File: src/rtl/mem_access_unit.sv
// -----------------------------------------------------------------------------
// mem_access_unit
//
// Memory-access sequencer placed between the CPU control unit (MAR/MDR path)
// and a synchronous word memory. A request starts a burst of burst_len beats
// at addr. Each beat holds the memory strobe for WAIT_STATES+1 cycles. The
// address increments after every beat and wraps modulo 2^ADDR_W. A burst ends
// with a one-cycle done pulse. err qualifies done when the request had zero
// length or was aborted.
//
// Handshake semantics: req is sampled only while the unit is idle (busy=0),
// and the request is accepted on that clock edge; a req seen while busy is
// dropped, not queued. During a write burst the requester holds wdata stable
// for the current beat. wdata_ack=1 in a cycle means that word is consumed
// at the coming edge, and the next word must be presented after that edge.
// Read beats are reported by rdata_valid, a one-cycle pulse with no
// back-pressure.
//
// Ports:
//   clk          in   rising-edge clock
//   reset        in   asynchronous active-low reset
//   req          in   start request (sampled in IDLE only)
//   we           in   1 = write burst, 0 = read burst (latched with req)
//   addr         in   start word address (latched with req)
//   burst_len    in   number of beats, 0 = error (latched with req)
//   abort        in   synchronous abort of an in-progress access
//   wdata        in   write data for the current beat
//   wdata_ack    out  current write beat consumed this cycle
//   rdata        out  registered read data, holds until next read beat
//   rdata_valid  out  one-cycle pulse per completed read beat
//   busy         out  state is not IDLE
//   done         out  one-cycle completion pulse
//   err          out  qualifies done: zero-length request or abort
//   mem_addr     out  memory word address
//   mem_wdata    out  memory write data (0 outside write beats)
//   mem_rdata    in   memory read data, valid in last cycle of a read beat
//   mem_read     out  memory read strobe
//   mem_write    out  memory write strobe
//   dbg_state    out  current FSM state (IDLE=0, ACCESS=1, DONE=2)
// -----------------------------------------------------------------------------
module mem_access_unit #(
  parameter int DATA_W      = 32,
  parameter int ADDR_W      = 9,
  parameter int WAIT_STATES = 1,
  parameter int LEN_W       = 3
) (
  input  logic              clk,
  input  logic              reset,
  input  logic              req,
  input  logic              we,
  input  logic [ADDR_W-1:0] addr,
  input  logic [LEN_W-1:0]  burst_len,
  input  logic              abort,
  input  logic [DATA_W-1:0] wdata,
  output logic              wdata_ack,
  output logic [DATA_W-1:0] rdata,
  output logic              rdata_valid,
  output logic              busy,
  output logic              done,
  output logic              err,
  output logic [ADDR_W-1:0] mem_addr,
  output logic [DATA_W-1:0] mem_wdata,
  input  logic [DATA_W-1:0] mem_rdata,
  output logic              mem_read,
  output logic              mem_write,
  output logic [1:0]        dbg_state
);

  localparam logic [1:0] IDLE   = 2'd0;
  localparam logic [1:0] ACCESS = 2'd1;
  localparam logic [1:0] DONE   = 2'd2;

  // The wait counter keeps at least one bit so WAIT_STATES=0 still elaborates.
  localparam int WC_W = (WAIT_STATES > 0) ? $clog2(WAIT_STATES + 1) : 1;
  localparam logic [WC_W-1:0] WAIT_LOAD = WC_W'(WAIT_STATES);

  logic [1:0]        state_q, state_d;
  logic              we_q, we_d;
  logic [ADDR_W-1:0] cur_addr_q, cur_addr_d;
  logic [LEN_W-1:0]  beats_left_q, beats_left_d;
  logic [WC_W-1:0]   wait_cnt_q, wait_cnt_d;
  logic [DATA_W-1:0] rdata_q, rdata_d;
  logic              rdata_valid_q, rdata_valid_d;
  logic              err_q, err_d;

  logic in_access;
  logic beat_end;

  assign in_access = (state_q == ACCESS);
  // Last cycle of the current beat; an abort in this cycle cancels the beat.
  assign beat_end  = in_access && (wait_cnt_q == '0) && !abort;

  always_comb begin
    state_d       = state_q;
    we_d          = we_q;
    cur_addr_d    = cur_addr_q;
    beats_left_d  = beats_left_q;
    wait_cnt_d    = wait_cnt_q;
    rdata_d       = rdata_q;
    rdata_valid_d = 1'b0;
    err_d         = err_q;

    case (state_q)
      IDLE: begin
        err_d = 1'b0;
        if (req) begin
          if (burst_len != '0) begin
            we_d         = we;
            cur_addr_d   = addr;
            beats_left_d = burst_len;
            wait_cnt_d   = WAIT_LOAD;
            state_d      = ACCESS;
          end else begin
            // Zero-length request: report an error without touching memory.
            err_d   = 1'b1;
            state_d = DONE;
          end
        end
      end

      ACCESS: begin
        if (abort) begin
          err_d   = 1'b1;
          state_d = DONE;
        end else if (wait_cnt_q != '0) begin
          wait_cnt_d = wait_cnt_q - WC_W'(1);
        end else begin
          if (!we_q) begin
            rdata_d       = mem_rdata;
            rdata_valid_d = 1'b1;
          end
          cur_addr_d   = cur_addr_q + ADDR_W'(1);
          beats_left_d = beats_left_q - LEN_W'(1);
          if (beats_left_q == LEN_W'(1)) begin
            state_d = DONE;
          end else begin
            wait_cnt_d = WAIT_LOAD;
          end
        end
      end

      DONE: begin
        state_d = IDLE;
      end

      default: begin
        state_d = IDLE;
      end
    endcase
  end

  always_ff @(posedge clk or negedge reset) begin
    if (!reset) begin
      state_q       <= IDLE;
      we_q          <= 1'b0;
      cur_addr_q    <= '0;
      beats_left_q  <= '0;
      wait_cnt_q    <= '0;
      rdata_q       <= '0;
      rdata_valid_q <= 1'b0;
      err_q         <= 1'b0;
    end else begin
      state_q       <= state_d;
      we_q          <= we_d;
      cur_addr_q    <= cur_addr_d;
      beats_left_q  <= beats_left_d;
      wait_cnt_q    <= wait_cnt_d;
      rdata_q       <= rdata_d;
      rdata_valid_q <= rdata_valid_d;
      err_q         <= err_d;
    end
  end

  // Memory side is driven only while in ACCESS so the bus is quiet otherwise.
  assign mem_addr    = in_access ? cur_addr_q : '0;
  assign mem_read    = in_access && !we_q;
  assign mem_write   = in_access && we_q;
  assign mem_wdata   = mem_write ? wdata : '0;
  assign wdata_ack   = beat_end && we_q;

  assign rdata       = rdata_q;
  assign rdata_valid = rdata_valid_q;
  assign busy        = (state_q != IDLE);
  assign done        = (state_q == DONE);
  assign err         = (state_q == DONE) && err_q;
  assign dbg_state   = state_q;

endmodule

File: config.mk
export PLATFORM = sky130hd
export DESIGN_NAME = mem_access_unit
export DESIGN_NICKNAME = d
export VERILOG_FILES = /design/src/rtl/mem_access_unit.sv
export SDC_FILE = /design/constraint.sdc
export NUM_CORES = 1
export LEC_CHECK = 0
export ABC_CLOCK_PERIOD_IN_PS = 2400
export BUFFER_PORTS_ARGS = -buffer_cell sky130_fd_sc_hd__buf_2
export CORE_AREA = 2 2 107 109
export CTS_CLUSTER_SIZE = 12
export DETAILED_ROUTE_END_ITERATION = 8
export DIE_AREA = 0 0 109 111
export MAX_ROUTING_LAYER = met4
export PLACE_DENSITY = 0.47
export SLEW_MARGIN = 20
export SYNTH_ARGS = -nofsm -noshare
export SYNTH_HDL_FRONTEND = slang
export SYNTH_SLANG_ARGS = --single-unit
File: constraint.sdc
create_clock -name clk -period 2.4 [get_ports clk]
set_input_delay 0 -clock clk [delete_from_list [all_inputs] [get_ports clk]]
set_output_delay 0 -clock clk [all_outputs]
set_load 0.02 [all_outputs]
Word level (Yosys, flattened, before mapping)
Index checks and enable logic that the tools add are counted.
Widths: inputs -> output; s select.

storage, ports and cells
  input bits = 81
  flip-flop bits (word level) = 50
  word-level logic and storage cells = 74

cells by class
  bitwise logic cells = 3
  reduce and logical (&&, ||, !) cells = 18
  mux-type cells = 32
  $add $sub $neg = 3
  equality and inequality tests = 10

operators by type and width
  cell                 number
  $mux 9               5
  $mux 32              1
  $pmux 9 s2           1
  $mux 1               12
  $mux 3               4
  $mux 2               5
  $ne 2x2->1 const B   5
  $add 9x1->9 const B  1
  $reduce_and 4->1     2
  $logic_and 1x1->1    6
  $pmux 3 s2           1
  $reduce_and 3->1     2
  $reduce_and 5->1     1
  $pmux 1 s2           2
  $pmux 2 s2           1
  $reduce_bool 2->1    2
  $eq 3x1->1 const B   1
  $ne 3x2->1 const B   1
  $ne 3x3->1 const B   1
  $not 1->1            3
  $reduce_bool 3->1    1
  $sub 3x1->3 const B  1
  $eq 2x1->1 const B   1
  $eq 2x2->1 const B   1
  other kinds (4)      5

Logic depth before layout (Yosys ltp)
  word-level depth = 5
  mapped depth = 6

Worst setup path after synthesis
No wires, ideal clock.

  path type = register to register
  start point = register state_q[1], in the netlist dbg_state[1]
  end point = register rdata_q[0], in the netlist rdata[0]
  clock period less this slack = 1848 ps
  cell stages (with the launch flop) = 5
  path slack = 552 ps
  buffers on the path = 1
  setup time = 125 ps
  data required time = 2275 ps
  arrival = 1723 ps
  cell sequence = dfrtp_1 -> or4b_4 -> nor2_8 -> buf_12 -> mux2_4

on the way
  cells in the longest elaborated chain, start to end = 2

ends and longest elaborated chain
  item                        RTL line  RTL
  start: declaration          77        logic [1:0] state_q, state_d;
  start signal: assignment    163       state_q <= state_d;
  $eq 2x1->1                  103       case (state_q)
  $reduce_and 4->1 (no line)  -
  end signal: assignment      168       rdata_q <= rdata_d;
  end: declaration            82        logic [DATA_W-1:0] rdata_q, rdata_d;

Every way passes these cells.
A chain may end at the register's enable or synchronous reset.

Worst setup path in the final report
  start point = register state_q[1], in the netlist dbg_state[1]
  end point = register rdata_q[31], in the netlist rdata[31]

The elaborated chain is that of the path after synthesis.

==> metrics.yaml <==
status: "completed"
hpwl_mm: 5.532
crit_path_max_incr_delay_ns: 0.62
cts_buffer_depth: 2
port_buffers: 162
clkSlewWorstSetupHoldPaths_ns: 0.07
finalCritPeriodShare_pct: 80.94
ys_ff_latch: 50
grt.total_usage_pct: 12.87
slew_headroom_pct: 69.51
wl_per_cell_um: 13.51
pwr-share-seq_pct: 31.1
synth_fp_nets: 318
pin_count: 163
setup_violations: 0
dr.pass1.iters: 4
switching_share_pct: 41.76
grt_start_max_net_pins: 57
routabilityCongestion: 0.7446
syn_inst: 234
power_density_nw_per_um2: 1189
synth_flop_cell: "dfrtp_1"
layout_min_cycle_time_ns: 1.943
leakagePower_nw: 2.287
cp_slowest_cell: "or4b_4"
fp.coreArea_sq_um: 11080
seq_area_frac_synth_pct: 46.99
yosysUniqueCellTypes: 39
initial_core_util_pct: 24.04
drt_iter0_drc: 69
die_w_um: 109
layout.nets: 513
cp_max_fo: 33
rsz0062_at_grt: "false"
hp-class: "in2reg"
p_int_mw: 2.862
final_cell_mix: "162 x buf_2, 50 x dfrtp_1, 37 x dlygate4sd3_1"
endpoint_kind: "flip-flop"
clk_latency_ns: 0.29
vias_per_cell: 4.353
start_kind: "flip-flop"
vdd_drop_max_mv: 0.4544
grt-ovfl-total: 0
drive_gt1_share_pct: 50.35
grt_first_pass_wirelength_mm: 11.88
hold_viol_final: 0
power_mw: 4.914
clockRootBuffer: "clkbuf_16"
crit_family: "simple AND/OR/NAND/NOR gates"
yosysWarnings: 0
htree_levels: 2
diodes: 0
cts_tree: "built"
combPwrFrac_pct: 52.6
crit_required_ns: 2.57
final_common_cell: "buf_2"
route.detailed.drc: 0
final.setup.tns_ns: 0
crit_buf_inv: 1
cts_sinks: 50
p_sw_mw: 2.052
fmax_mhz: 514.8
wirelength_mm: 7.730
finClkSkew_ns: 0.008939
cts_setup_buffers: 0
synth_edf_count: 0
p_clk_share_pct: 16.3
fp.dieArea_sq_um: 12100
worst_pin_slew_ns: 0.4573
synthesis.area_sq_um: 2663
antenna_found_initial: 0
async_reset_ff_share_pct: 100.0
critical_path_class: "reg2reg"
rows: 39
antenna_left: 0
drv_cap: 0
crit_arrival_ns: 2.12
vias: 2490
slew_viol_final: 0
syn2layout_area_growth_pct: 55.22
first_global_vias: 2486
path_cells: "or4b_4, nor2_8, buf_12, mux2_2"
cts_buffers: 5
syn_avg_cell_area_sq_um: 11.38
fp.dieH_um: 111
-- sequential cells by signal, indices dropped and copies added (netlist names) --
register / flops
rdata: 32
err_q: 1
we_q: 1
wait_cnt_q: 1
rdata_valid: 1
dbg_state: 2
beats_left_q: 3
cur_addr_q: 9
-- Yosys cell counts, drive strengths merged (2+ instances only) --
master  count  area, sq um
clkbuf     10        37.54
a21oi      13        68.82
o22ai       4        25.02
ha          3        37.54
and3       34        212.7
nand3       6        30.03
nor2       16        76.32
a31oi       2        12.51
inv        10        37.54
o2bb2a      3        30.03
mux2i       2        20.02
o22a        2        17.52
dfrtp      50         1251
nand2       9        33.78
nor2b       3        18.77
and2        5        31.28
mux2       33        480.5
o21ai       9        45.04
buf         7        88.84
-- stage by stage --
step	worst slack [ns]	util [%]	hold slack [ns]	std cells	cell area [sq um]
after floorplan	0.5520	-	-0.2956	234	2663
after CTS	0.4564	37.31	0.005999	572	4133
after global routing	0.3966	37.31	0.02001	572	4133
final	0.4575	37.31	0.01255	572	4133
after global placement	0.5078	32.49	0.01969	528	3598
after detailed placement	0.4736	32.49	0.01829	528	3598
-- kinds of logic (layout without fill, tap and decap cells) --
group | count (synthesis) | count (layout) | share of synthesized area, %
AOI/OAI and AO/OA | 37 | 37 | 8.835
adders and majority gates | 3 | 3 | 1.410
buffers and inverters | 27 | 222 | 6.156
DFF | 50 | 50 | 46.99
muxes | 35 | 35 | 18.80
and+or+nand+nor | 82 | 82 | 17.81
-- final cells by class --
cell class	instances	area (sq um)
Timing Repair Buffer	205	1251
Inverter	10	37.54
Clock inverter	2	38.79
Clock buffer	5	125.1
Fill cell	1098	6944
Multi-Input combinational cell	157	1250
Tap cell	143	178.9
Sequential cell	50	1251
-- worst min-delay path, delay by kind of cell --
family	cells	cell delay (ns)
AOI/OAI and AO/OA	2	0.17
buffers and inverters	1	0.09
-- layer usage --
metal  global-route usage [%]  part of all wire [%]  wire length (um)  vias up
met1                    13.96                    40              3055     1162
met3                    2.939                   7.6               587        2
li1                         -                     -                 -     1205
met4                    3.077                  0.62                48        0
met5                        -                     0                 0        -
met2                    23.40                    52              4039      121
-- timing repair --
item	4_1_cts	5_1_grt
hold endpoints to repair	86	0
hold buffers	37	0
gates resized for setup	0	0
endpoints found under the setup margin	0	0
-- power groups by stage --
| stage | registers [mW] | logic, mW | clock network [mW] |
|---|---|---|---|
| after floorplan | 1.85 | 1.45 | 0 |
| after CTS | 1.53 | 2.61 | 0.834 |
| after global placement | 1.54 | 2.52 | 0 |
| after detailed placement | 1.54 | 2.55 | 0 |
| after global routing | 1.59 | 2.79 | 0.864 |
| final | 1.53 | 2.58 | 0.801 |
-- worst paths after layout --
| path | endpoint | cells past startpoint | slack, ns | from |
|---|---|---|---|---|
| setup / recovery | rdata[31]$_DFFE_PN0P_ | 4 | 0.46 | dbg_state[1]$_DFFE_PN0P_ |
| hold / removal | beats_left_q[2]$_DFFE_PN0P_ | 3 | 0.01 | burst_len[2] |
| setup reg to reg | rdata[31]$_DFFE_PN0P_ | 4 | 0.46 | dbg_state[1]$_DFFE_PN0P_ |
| hold reg to reg | rdata[31]$_DFFE_PN0P_ | 1 | 0.50 | rdata[31]$_DFFE_PN0P_ |
| max in group asynchronous | rdata[16]$_DFFE_PN0P_ | 3 | 1.93 | reset |
| min in group asynchronous | rdata[30]$_DFFE_PN0P_ | 3 | 0.23 | reset |
No activity file was read; power rests on OpenSTA's default activity.
